`src/rtl/spi_pkg.sv`:
```
// Shared SPI definitions: read-sequencer state encoding and the byte constants
// understood by both the sequencer and the byte-level shifter.
package spi_pkg;

    localparam int unsigned SPI_BYTE_W = 8;
    localparam int unsigned SPI_ADDR_W = 24;
    localparam int unsigned SPI_REM_W  = 9;

    localparam logic [SPI_BYTE_W-1:0] SPI_CMD_READ   = 8'h03;
    localparam logic [SPI_BYTE_W-1:0] SPI_DUMMY_BYTE = 8'h00;

    typedef enum logic [2:0] {
        ST_IDLE,
        ST_CMD,
        ST_ADDR2,
        ST_ADDR1,
        ST_ADDR0,
        ST_DATA,
        ST_DRAIN,
        ST_GAP
    } spi_state_e;

endpackage

```
`src/rtl/spi_read_sequencer.sv`:
```
// SPI flash READ sequencer: sends opcode, 24-bit address and dummy bytes through a
// one-byte-at-a-time shifter and returns received bytes on a valid/ready port.
module spi_read_sequencer
    import spi_pkg::*;
#(
    parameter logic [SPI_BYTE_W-1:0] READ_CMD = SPI_CMD_READ,
    parameter int unsigned           CS_GAP   = 2
) (
    input  logic                  clk,
    input  logic                  rst,
    input  logic                  req_valid,
    output logic                  req_ready,
    input  logic [SPI_ADDR_W-1:0] req_addr,
    input  logic [SPI_BYTE_W-1:0] req_len,
    input  logic                  abort,
    output logic [SPI_BYTE_W-1:0] rd_data,
    output logic                  rd_valid,
    input  logic                  rd_ready,
    output logic                  busy,
    output logic                  cs,
    output logic                  byte_start,
    output logic [SPI_BYTE_W-1:0] byte_tx,
    input  logic                  byte_done,
    input  logic [SPI_BYTE_W-1:0] byte_rx
);

    localparam int unsigned GAP_W = (CS_GAP > 1) ? $clog2(CS_GAP) : 1;
    localparam logic [GAP_W-1:0] GAP_LOAD = GAP_W'(CS_GAP - 1);

    spi_state_e            state, state_d;
    logic [SPI_ADDR_W-1:0] addr, addr_d;
    logic [SPI_REM_W-1:0]  remaining, remaining_d;
    logic [GAP_W-1:0]      gap_cnt, gap_cnt_d;
    logic                  inflight, inflight_d;
    logic                  aborting, aborting_d;
    logic                  req_ready_d, busy_d, cs_d, byte_start_d, rd_valid_d;
    logic [SPI_BYTE_W-1:0] byte_tx_d, rd_data_d;
    logic                  done_ok, abort_hit, start_ok;

    // State and registered outputs
    always_ff @(posedge clk or negedge rst) begin
        if (!rst) begin
            state      <= ST_IDLE;
            addr       <= '0;
            remaining  <= '0;
            gap_cnt    <= '0;
            inflight   <= 1'b0;
            aborting   <= 1'b0;
            req_ready  <= 1'b1;
            busy       <= 1'b0;
            cs         <= 1'b1;
            byte_start <= 1'b0;
            byte_tx    <= '0;
            rd_valid   <= 1'b0;
            rd_data    <= '0;
        end else begin
            state      <= state_d;
            addr       <= addr_d;
            remaining  <= remaining_d;
            gap_cnt    <= gap_cnt_d;
            inflight   <= inflight_d;
            aborting   <= aborting_d;
            req_ready  <= req_ready_d;
            busy       <= busy_d;
            cs         <= cs_d;
            byte_start <= byte_start_d;
            byte_tx    <= byte_tx_d;
            rd_valid   <= rd_valid_d;
            rd_data    <= rd_data_d;
        end
    end

    // Next-state and next-output logic
    always_comb begin
        state_d      = state;
        addr_d       = addr;
        remaining_d  = remaining;
        gap_cnt_d    = gap_cnt;
        inflight_d   = inflight;
        aborting_d   = aborting;
        req_ready_d  = req_ready;
        busy_d       = busy;
        cs_d         = cs;
        byte_start_d = 1'b0;
        byte_tx_d    = byte_tx;
        rd_valid_d   = rd_valid;
        rd_data_d    = rd_data;

        done_ok   = byte_done && inflight;
        abort_hit = (abort || aborting) && (state != ST_IDLE) && (state != ST_GAP);
        start_ok  = !inflight && (remaining != '0) && (!rd_valid || rd_ready);

        if (done_ok) inflight_d = 1'b0;
        if (rd_valid && rd_ready) rd_valid_d = 1'b0;

        unique case (state)
            ST_IDLE: begin
                if (req_valid && req_ready) begin
                    addr_d       = req_addr;
                    remaining_d  = (req_len == '0) ? SPI_REM_W'(256) : {1'b0, req_len};
                    state_d      = ST_CMD;
                    req_ready_d  = 1'b0;
                    busy_d       = 1'b1;
                    cs_d         = 1'b0;
                    byte_start_d = 1'b1;
                    byte_tx_d    = READ_CMD;
                    inflight_d   = 1'b1;
                end
            end
            ST_CMD, ST_ADDR2, ST_ADDR1: begin
                if (done_ok) begin
                    byte_start_d = 1'b1;
                    inflight_d   = 1'b1;
                    if (state == ST_CMD) begin
                        state_d   = ST_ADDR2;
                        byte_tx_d = addr[23:16];
                    end else if (state == ST_ADDR2) begin
                        state_d   = ST_ADDR1;
                        byte_tx_d = addr[15:8];
                    end else begin
                        state_d   = ST_ADDR0;
                        byte_tx_d = addr[7:0];
                    end
                end
            end
            ST_ADDR0: begin
                if (done_ok) state_d = ST_DATA;
            end
            ST_DATA: begin
                if (done_ok) begin
                    rd_data_d   = byte_rx;
                    rd_valid_d  = 1'b1;
                    remaining_d = remaining - SPI_REM_W'(1);
                    if (remaining == SPI_REM_W'(1)) state_d = ST_DRAIN;
                end else if (start_ok) begin
                    byte_start_d = 1'b1;
                    byte_tx_d    = SPI_DUMMY_BYTE;
                    inflight_d   = 1'b1;
                end
            end
            ST_DRAIN: begin
                if (rd_valid && rd_ready) begin
                    state_d   = ST_GAP;
                    cs_d      = 1'b1;
                    gap_cnt_d = GAP_LOAD;
                end
            end
            ST_GAP: begin
                if (gap_cnt == '0) begin
                    state_d     = ST_IDLE;
                    req_ready_d = 1'b1;
                    busy_d      = 1'b0;
                end else begin
                    gap_cnt_d = gap_cnt - GAP_W'(1);
                end
            end
            default: state_d = ST_IDLE;
        endcase

        // Abort overrides: freeze issue, drop the output byte, finish any byte in flight
        if (abort_hit) begin
            state_d      = state;
            addr_d       = addr;
            remaining_d  = remaining;
            byte_start_d = 1'b0;
            byte_tx_d    = byte_tx;
            rd_valid_d   = 1'b0;
            rd_data_d    = rd_data;
            inflight_d   = inflight && !done_ok;
            aborting_d   = 1'b1;
            if (!inflight || done_ok) begin
                state_d    = ST_GAP;
                cs_d       = 1'b1;
                gap_cnt_d  = GAP_LOAD;
                aborting_d = 1'b0;
            end
        end
    end

endmodule
```
`config.mk`:
```
export PLATFORM = sky130hd
export DESIGN_NAME = spi_read_sequencer
export DESIGN_NICKNAME = d
export VERILOG_FILES = /design/src/rtl/spi_pkg.sv /design/src/rtl/spi_read_sequencer.sv
export SDC_FILE = /design/constraint.sdc
export NUM_CORES = 1
export LEC_CHECK = 0
export CAP_MARGIN = 20
export CORE_ASPECT_RATIO = 0.8
export CORE_MARGIN = 3
export CORE_UTILIZATION = 35
export CTS_CLUSTER_SIZE = 24
export DETAILED_ROUTE_END_ITERATION = 8
export GPL_TIMING_DRIVEN = 0
export HOLD_SLACK_MARGIN = 0.08
export PLACE_DENSITY = 0.57
export SYNTH_ARGS = -nofsm -noshare
export SYNTH_HDL_FRONTEND = slang
export SYNTH_SLANG_ARGS = --single-unit
```
`constraint.sdc`:
```
create_clock -name clk -period 2.55 [get_ports clk]
set_clock_uncertainty 0.2 [all_clocks]
set_input_delay 0.3825 -clock clk [delete_from_list [all_inputs] [get_ports clk]]
set_output_delay 0.3825 -clock clk [all_outputs]
set_load 0.1 [all_outputs]
```
==> impl_metrics.xml, run 1 <==
<?xml version="1.0" encoding="UTF-8"?>
<metrics>
  <group name="synth">
    <metric name="library_cells_used_by_synthesis" unit="">44</metric>
    <metric name="synthCells" unit="">266</metric>
    <metric name="synth-seq-area-share" unit="%">51.2</metric>
    <metric name="postSynthAreaPerCell" unit="um2">11.0</metric>
    <metric name="synth.yosys.warnings" unit="">0</metric>
    <metric name="number_of_enable_flip_flop_cells_after_synthesis" unit="">0</metric>
    <metric name="yosys-top-cells-area" unit="">dfrtp_1 49%, mux2_2 15%, nor2_1 4.2%, a21oi_1 3.4%, mux2i_1 2.7%</metric>
    <metric name="synth_top_cell_area_share" unit="%">49.4</metric>
    <metric name="asyncSetResetFlopFracSynth" unit="%">100</metric>
    <metric name="synthFlopType" unit="">dfrtp_1</metric>
    <metric name="synth-seq-cells" unit="">60</metric>
    <metric name="post_synth_instance_area" unit="um2">2940</metric>
    <metric name="synth_area_leader_cell" unit="">dfrtp_1</metric>
    <metric name="net_count_after_synthesis" unit="">315</metric>
  </group>
  <group name="sta">
    <metric name="max_slew.worst_pin.slew" unit="ns">1.01</metric>
    <metric name="layout_min_cycle_time" unit="ns">2.47</metric>
    <metric name="finalSetupViolations" unit="">0</metric>
    <metric name="tcrit_tclk_final" unit="%">96.7</metric>
    <metric name="worst_rel_slew_slack" unit="%">32.6</metric>
    <metric name="hold_viol_final" unit="">0</metric>
    <metric name="drv_slew" unit="">0</metric>
    <metric name="grt_setup_unrepaired" unit="">no</metric>
    <metric name="achievable-frequency" unit="GHz">0.406</metric>
  </group>
  <group name="die">
    <metric name="die_area" unit="um2">9540</metric>
    <metric name="placeableCoreArea" unit="um2">8060</metric>
    <metric name="number_of_top_level_pins" unit="">67</metric>
    <metric name="die_x" unit="um">108</metric>
    <metric name="std_cell_rows" unit="">29</metric>
    <metric name="initial_utilization" unit="%">36.5</metric>
    <metric name="vertical_die_dimension" unit="um">87.9</metric>
  </group>
  <group name="grt">
    <metric name="number_of_global_route_vias_before_repair" unit="">2395</metric>
    <metric name="globalRoute.totalOverflow" unit="">0</metric>
    <metric name="globalRouteTotalUtil" unit="%">16.3</metric>
    <metric name="grt_antenna_before_repair" unit="">0</metric>
    <metric name="grt_first_pass_wirelength" unit="um">12000</metric>
    <metric name="grt_start_max_net_pins" unit="">61</metric>
  </group>
  <group name="worst_setup_path">
    <metric name="cp_max_fanout" unit="">10</metric>
    <metric name="worst_path_max_delay_cell" unit="">dfrtp_1</metric>
    <metric name="critPathLaunch" unit="">state[1]</metric>
    <metric name="timing.critical_path.arrival" unit="ns">2.48</metric>
    <metric name="r2r.worst_path.cells" unit="">7</metric>
    <metric name="critical_path_class" unit="">reg -&gt; reg</metric>
    <metric name="cp-start-kind" unit="">flip-flop</metric>
    <metric name="max_stage_delay" unit="ns">0.46</metric>
    <metric name="critical_path_required" unit="ns">2.57</metric>
    <metric name="launch_point_of_the_worst_reg_to_reg_path" unit="">state[1]</metric>
    <metric name="cp-end-kind" unit="">flip-flop</metric>
    <metric name="crit_chain" unit="">and2b_1 &gt; and2_1 &gt; clkbuf_1 &gt; nand4b_1 &gt; a31oi_4 &gt; buf_12 &gt; mux2_2</metric>
  </group>
  <group name="worst_hold_path">
    <metric name="timing.hold.worst.class" unit="">reg -&gt; reg</metric>
    <metric name="timing.hold.worst.start" unit="">addr[15]</metric>
    <metric name="hold-path-cell-count" unit="">1</metric>
  </group>
  <group name="clocking">
    <metric name="tritoncts.num_buffers" unit="">9</metric>
    <metric name="tritoncts_num_sinks" unit="">60</metric>
    <metric name="cts.clk_slew.worst_paths" unit="ns">0.07</metric>
    <metric name="cts_tree" unit="">yes</metric>
    <metric name="clk_root_buffer_cell" unit="">clkbuf_8</metric>
    <metric name="cts-root-to-sink-buffers" unit="">2</metric>
    <metric name="clk_latency" unit="ns">0.34</metric>
    <metric name="h-tree-depth" unit="">3</metric>
  </group>
  <group name="finish">
    <metric name="post_route_cells_drive_above_1_share" unit="%">21.7</metric>
    <metric name="nets" unit="">395</metric>
    <metric name="n_fill_cell" unit="">789</metric>
    <metric name="ff_latch_area" unit="um2">1500</metric>
    <metric name="antenna-diode-count" unit="">0</metric>
    <metric name="multiInputGateArea" unit="um2">1360</metric>
    <metric name="post_route_design_area" unit="um2">3980</metric>
    <metric name="area.growth.synth_to_final" unit="%">35.3</metric>
  </group>
  <group name="pwr">
    <metric name="sequentialPowerShare" unit="%">30.9</metric>
    <metric name="report.power.total" unit="W">0.00531</metric>
    <metric name="power.internal" unit="W">0.00281</metric>
    <metric name="power.density" unit="nW/um2">1340</metric>
    <metric name="combinationalPowerShare" unit="%">53.4</metric>
    <metric name="power.net_switching" unit="W">0.00250</metric>
    <metric name="power_leakage" unit="nW">1.70</metric>
    <metric name="share_of_power_burned_in_the_clock_network" unit="%">15.7</metric>
    <metric name="switching_share" unit="%">47.0</metric>
    <metric name="irDropWorstVdd" unit="mV">0.850</metric>
  </group>
  <group name="detailed_routing">
    <metric name="routedWlPerCell" unit="um">15.6</metric>
    <metric name="via_count" unit="">2311</metric>
    <metric name="drc_errors" unit="">0</metric>
    <metric name="drt-total-wl" unit="um">7180</metric>
    <metric name="ant_nets" unit="">0</metric>
    <metric name="drt-initial-drc-count" unit="">123</metric>
    <metric name="drt_pass1_iterations" unit="">5</metric>
    <metric name="route.detailed.vias_per_inst" unit="">5.03</metric>
  </group>
  <group name="flow_run">
    <metric name="max_cap_viol_count" unit="">0</metric>
  </group>
  <group name="placed_design">
    <metric name="globalplace.congestion" unit="">0.790</metric>
    <metric name="place.detailed.hpwl" unit="um">5140</metric>
    <metric name="place_area" unit="um2">3730</metric>
    <metric name="buffer_ports.inserted" unit="">66</metric>
  </group>
  <group name="outcome">
    <metric name="status" unit="">completed</metric>
  </group>
</metrics>
[worst max-delay path: cells and delay by family (launching register included)]
| kind | cells | cell delay, ns |
|---|---|---|
| compound gates | 1 | 0.25 |
| mux | 1 | 0.33 |
| flops | 1 | 0.46 |
| buf+inv | 2 | 0.42 |
| simple gates | 3 | 0.69 |
[per-stage QoR]
step	hold WS, ns	worst slack [ns]	std cells	util [%]	TNS (ns)
2_1_floorplan	-0.113	0.173	266	-	0
3_3_place_gp	0.286	-1.19	440	46.3	-76.43
3_5_place_dp	0.293	-0.386	440	46.3	-6.27
4_1_cts	0.309	0.0863	459	49.3	0
5_1_grt	0.321	0.0348	459	49.4	0
6_report	0.306	0.0848	459	49.4	0
[path summary, 6_finish.rpt]
check / endpoint / slack [ns]
hold reg to reg: addr[15] / 0.31
min in group asynchronous: byte_start / 0.47
setup / recovery: byte_tx[5] / 0.08
setup reg to reg: byte_tx[5] / 0.08
hold / removal: addr[15] / 0.31
max in group asynchronous: remaining[8] / 1.17
[sequential cells by signal, indices dropped and copies added, names as in the netlist]
signal	count
addr	24
remaining	9
byte_tx	8
rd_data	8
state	3
aborting	1
busy	1
byte_start	1
cs	1
gap_cnt	1
inflight	1
rd_valid	1
req_ready	1
[layout make-up]
cell class	instances	share of cell area, %
Timing Repair Buffer	69	17.4
Tap cell	108	3.40
Buffer	12	1.70
Multi-Input combinational cell	187	34.2
Inverter	7	0.661
Sequential cell	60	37.8
Clock inverter	7	1.70
Clock buffer	9	3.12
[cell usage in the layout, fill, tap and decap left out, types with 3 or more instances in the layout]
cell             count
a211oi_1             3
a21oi_1             20
a22oi_1              3
a31oi_1              7
clkbuf_1             4
clkbuf_2             4
clkbuf_8             9
clkdlybuf4s50_1     63
clkinv_2             3
clkinvlp_4           3
dfrtp_1             58
ha_1                 3
inv_1                7
mux2_2              40
mux2i_1              8
nand2_1             11
nand2b_1             5
nor2_1              33
nor3_1               3
nor4_1               3
o21ai_0              9
o22a_1               5
o22ai_1              3
or3_1                3
[per-layer routing]
| layer | wire length (um) | global-route usage [%] | part of all wire, % | vias up |
|---|---|---|---|---|
| met5 | 0 | 0 | 0 | - |
| met1 | 3480 | 22.8 | 49 | 1125 |
| met4 | 66 | 4.24 | 0.92 | 0 |
| met3 | 342 | 5.38 | 4.8 | 7 |
| li1 | - | - | - | 1131 |
| met2 | 3280 | 24.6 | 46 | 48 |
[synth_stat cells, drive strengths merged, types with 4 or more instances]
master   n
clkbuf   7
buf      5
mux2    40
a31oi    8
o22a     5
nor2    33
mux2i    8
o21ai    9
dfrtp   58
a21oi   20
or3      4
inv      7
nand2b   5
nand2   11
[power groups by stage]
stage	combinational, W	sequential (W)	clock (W)
CTS	0.00284	0.00164	0.000865
global route	0.00304	0.00170	0.000905
global placement	0.00275	0.00164	0
finish	0.00284	0.00164	0.000836
floorplan	0.00122	0.00250	0
detailed placement	0.00278	0.00166	0
[what timing repair did]
action | in CTS | in global routing
buffers inserted | 2 | 0
pin swaps | 2 | 0
endpoints found under the hold margin | 58 | 0
hold buffers | 1 | 0
setup endpoints to repair | 19 | 4
resized for setup | 6 | 3
[kinds of logic after synthesis]
logic type	after synthesis	share of synthesized area, %
simple gates	76	12.7
compound gates	60	13.8
flops	60	51.2
mux	48	18.1
buf+inv	19	3.02
fa+ha+maj	3	1.28
No activity file was read; power rests on OpenSTA's default activity.
==> run 2, diff against run 1 <==
--- a/config.mk
+++ b/config.mk
@@ -17,3 +17,4 @@
 export SYNTH_ARGS = -nofsm -noshare
 export SYNTH_HDL_FRONTEND = slang
 export SYNTH_SLANG_ARGS = --single-unit
+export TNS_END_PERCENT = 5
==> impl_metrics.xml, run 2 (synthesized netlist as in run 1, its figures left out) <==
<?xml version="1.0" encoding="UTF-8"?>
<metrics>
  <group name="pwr">
    <metric name="switching_share" unit="%">47.0</metric>
    <metric name="sequentialPowerShare" unit="%">30.9</metric>
    <metric name="power.internal" unit="W">0.00281</metric>
    <metric name="share_of_power_burned_in_the_clock_network" unit="%">15.8</metric>
    <metric name="power_leakage" unit="nW">1.70</metric>
    <metric name="combinationalPowerShare" unit="%">53.4</metric>
    <metric name="power.density" unit="nW/um2">1330</metric>
    <metric name="power.net_switching" unit="W">0.00250</metric>
    <metric name="irDropWorstVdd" unit="mV">0.849</metric>
  </group>
  <group name="grt">
    <metric name="grt_antenna_before_repair" unit="">0</metric>
    <metric name="number_of_global_route_vias_before_repair" unit="">2379</metric>
    <metric name="globalRoute.totalOverflow" unit="">0</metric>
    <metric name="grt_start_max_net_pins" unit="">61</metric>
    <metric name="globalRouteTotalUtil" unit="%">16.2</metric>
    <metric name="grt_first_pass_wirelength" unit="um">11900</metric>
  </group>
  <group name="sta">
    <metric name="layout_min_cycle_time" unit="ns">2.43</metric>
    <metric name="drv_slew" unit="">0</metric>
    <metric name="finalSetupViolations" unit="">0</metric>
    <metric name="hold_viol_final" unit="">0</metric>
    <metric name="worst_rel_slew_slack" unit="%">32.8</metric>
    <metric name="tcrit_tclk_final" unit="%">95.5</metric>
    <metric name="setup_tns" unit="ns">0</metric>
    <metric name="max_slew.worst_pin.slew" unit="ns">1.01</metric>
    <metric name="hold_ws" unit="ns">0.306</metric>
    <metric name="achievable-frequency" unit="GHz">0.411</metric>
    <metric name="grt_setup_unrepaired" unit="">no</metric>
  </group>
  <group name="worst_hold_path">
    <metric name="timing.hold.worst.class" unit="">reg -&gt; reg</metric>
  </group>
  <group name="finish">
    <metric name="area.growth.synth_to_final" unit="%">35.6</metric>
    <metric name="nets" unit="">395</metric>
    <metric name="antenna-diode-count" unit="">0</metric>
    <metric name="largest_registers" unit="">addr x24, remaining x9</metric>
    <metric name="post_route_design_area" unit="um2">3980</metric>
    <metric name="post_route_cells_drive_above_1_share" unit="%">21.4</metric>
    <metric name="commonest_non_fill_non_tap_cell_in_the_layout" unit="">clkdlybuf4s50_1</metric>
    <metric name="final_cell_count_no_fill" unit="">459</metric>
    <metric name="largest-register" unit="">addr</metric>
    <metric name="most-common-layout-cells" unit="">63 x clkdlybuf4s50_1, 58 x dfrtp_1, 40 x mux2_2</metric>
    <metric name="largest_register_ff_count" unit="">24</metric>
  </group>
  <group name="detailed_routing">
    <metric name="drc_errors" unit="">0</metric>
    <metric name="drt-total-wl" unit="um">7150</metric>
    <metric name="via_count" unit="">2322</metric>
    <metric name="route.detailed.vias_per_inst" unit="">5.06</metric>
    <metric name="drt_pass1_iterations" unit="">5</metric>
    <metric name="routedWlPerCell" unit="um">15.6</metric>
    <metric name="drt-initial-drc-count" unit="">103</metric>
    <metric name="ant_nets" unit="">0</metric>
  </group>
  <group name="clocking">
    <metric name="tritoncts.num_buffers" unit="">9</metric>
    <metric name="tritoncts_num_sinks" unit="">60</metric>
    <metric name="clk_root_buffer_cell" unit="">clkbuf_8</metric>
    <metric name="clk_latency" unit="ns">0.34</metric>
    <metric name="cts_tree" unit="">yes</metric>
    <metric name="cts.clk_slew.worst_paths" unit="ns">0.07</metric>
    <metric name="cts-root-to-sink-buffers" unit="">2</metric>
    <metric name="h-tree-depth" unit="">3</metric>
  </group>
  <group name="die">
    <metric name="vertical_die_dimension" unit="um">87.9</metric>
    <metric name="placeableCoreArea" unit="um2">8060</metric>
    <metric name="die_area" unit="um2">9540</metric>
    <metric name="std_cell_rows" unit="">29</metric>
    <metric name="initial_utilization" unit="%">36.5</metric>
    <metric name="number_of_top_level_pins" unit="">67</metric>
    <metric name="die_x" unit="um">108</metric>
  </group>
  <group name="worst_setup_path">
    <metric name="crit_chain" unit="">clkdlybuf4s50_1</metric>
    <metric name="critical_path_required" unit="ns">1.97</metric>
    <metric name="critical_path_class" unit="">reg -&gt; out</metric>
    <metric name="cp-end-kind" unit="">output port</metric>
    <metric name="cp-start-kind" unit="">flip-flop</metric>
    <metric name="worst_path_max_delay_cell" unit="">clkdlybuf4s50_1</metric>
    <metric name="timing.critical_path.arrival" unit="ns">1.85</metric>
    <metric name="cp_max_fanout" unit="">3</metric>
    <metric name="max_stage_delay" unit="ns">1.14</metric>
    <metric name="path_buf_inv" unit="">1</metric>
    <metric name="timing.critical_path.max_delay_family" unit="">buffers and inverters</metric>
  </group>
  <group name="placed_design">
    <metric name="globalplace.congestion" unit="">0.790</metric>
    <metric name="place_area" unit="um2">3730</metric>
    <metric name="dpl.cell_count" unit="">440</metric>
    <metric name="buffer_ports.inserted" unit="">66</metric>
    <metric name="place.detailed.hpwl" unit="um">5140</metric>
  </group>
  <group name="outcome">
    <metric name="status" unit="">completed</metric>
  </group>
  <group name="flow_run">
    <metric name="max_cap_viol_count" unit="">0</metric>
  </group>
</metrics>
==> run 2: cell counts in the layout (fill, tap and decap cells not counted) <==
Identical to the previous run, type by type.
==> run 2: area by class of cell <==
type,count,area [um2]
Clock buffer,9,124
Timing Repair Buffer,69,693
Tap cell,108,135
Buffer,12,66.3
Fill cell,784,4070
Inverter,7,26.3
Sequential cell,60,1500
Multi-Input combinational cell,187,1370
Clock inverter,7,67.6
==> run 2: stage by stage <==
stage	power (W)	setup WS (ns)	util, %
2_1_floorplan	0.00372	0.173	-
3_3_place_gp	0.00439	-1.19	46.3
3_5_place_dp	0.00444	-0.386	46.3
4_1_cts	0.00531	0.00832	49.1
5_1_grt	0.00564	0.00630	49.4
6_report	0.00531	0.115	49.4
==> run 2: worst paths after layout <==
kind,start,to,slack [ns],cells past startpoint
setup reg to reg,state[0],state[0],0.13,7
hold / removal,addr[15],addr[15],0.31,1
hold reg to reg,addr[15],addr[15],0.31,1
min in group asynchronous,rst,byte_tx[4],0.47,2
max in group asynchronous,rst,rd_data[7],1.18,2
setup / recovery,busy,busy,0.12,1
==> run 2: worst register-to-register path: cells and delay by family (launching register included) <==
kind,cells,cell delay [ns]
and+or+nand+nor,2,0.61
AOI/OAI and AO/OA,3,0.84
buffers and inverters,2,0.32
DFF,1,0.38
==> run 2: layer usage <==
| metal | track usage (%) | share of wire, % | wire, um | vias to the layer above |
|---|---|---|---|---|
| li1 | - | - | - | 1131 |
| met1 | 22.6 | 48 | 3450 | 1128 |
| met2 | 24.1 | 45 | 3240 | 54 |
| met3 | 5.38 | 5.2 | 372 | 9 |
| met4 | 4.24 | 1.1 | 81 | 0 |
| met5 | 0 | 0 | 0 | - |
==> run 2: power groups by stage <==
stage	clock network [W]	registers [W]	logic (W)
2_1_floorplan	0	0.00250	0.00122
3_3_place_gp	0	0.00164	0.00275
3_5_place_dp	0	0.00166	0.00278
4_1_cts	0.000865	0.00164	0.00280
5_1_grt	0.000905	0.00170	0.00303
6_report	0.000837	0.00164	0.00283
==> run 2: timing repair <==
item,4_1_cts,5_1_grt
buffers inserted,1,1
cloned,0,0
hold endpoints to repair,58,0
pin swaps,1,1
endpoints found under the setup margin,19,10
hold buffers,1,0
gates resized for setup,6,2
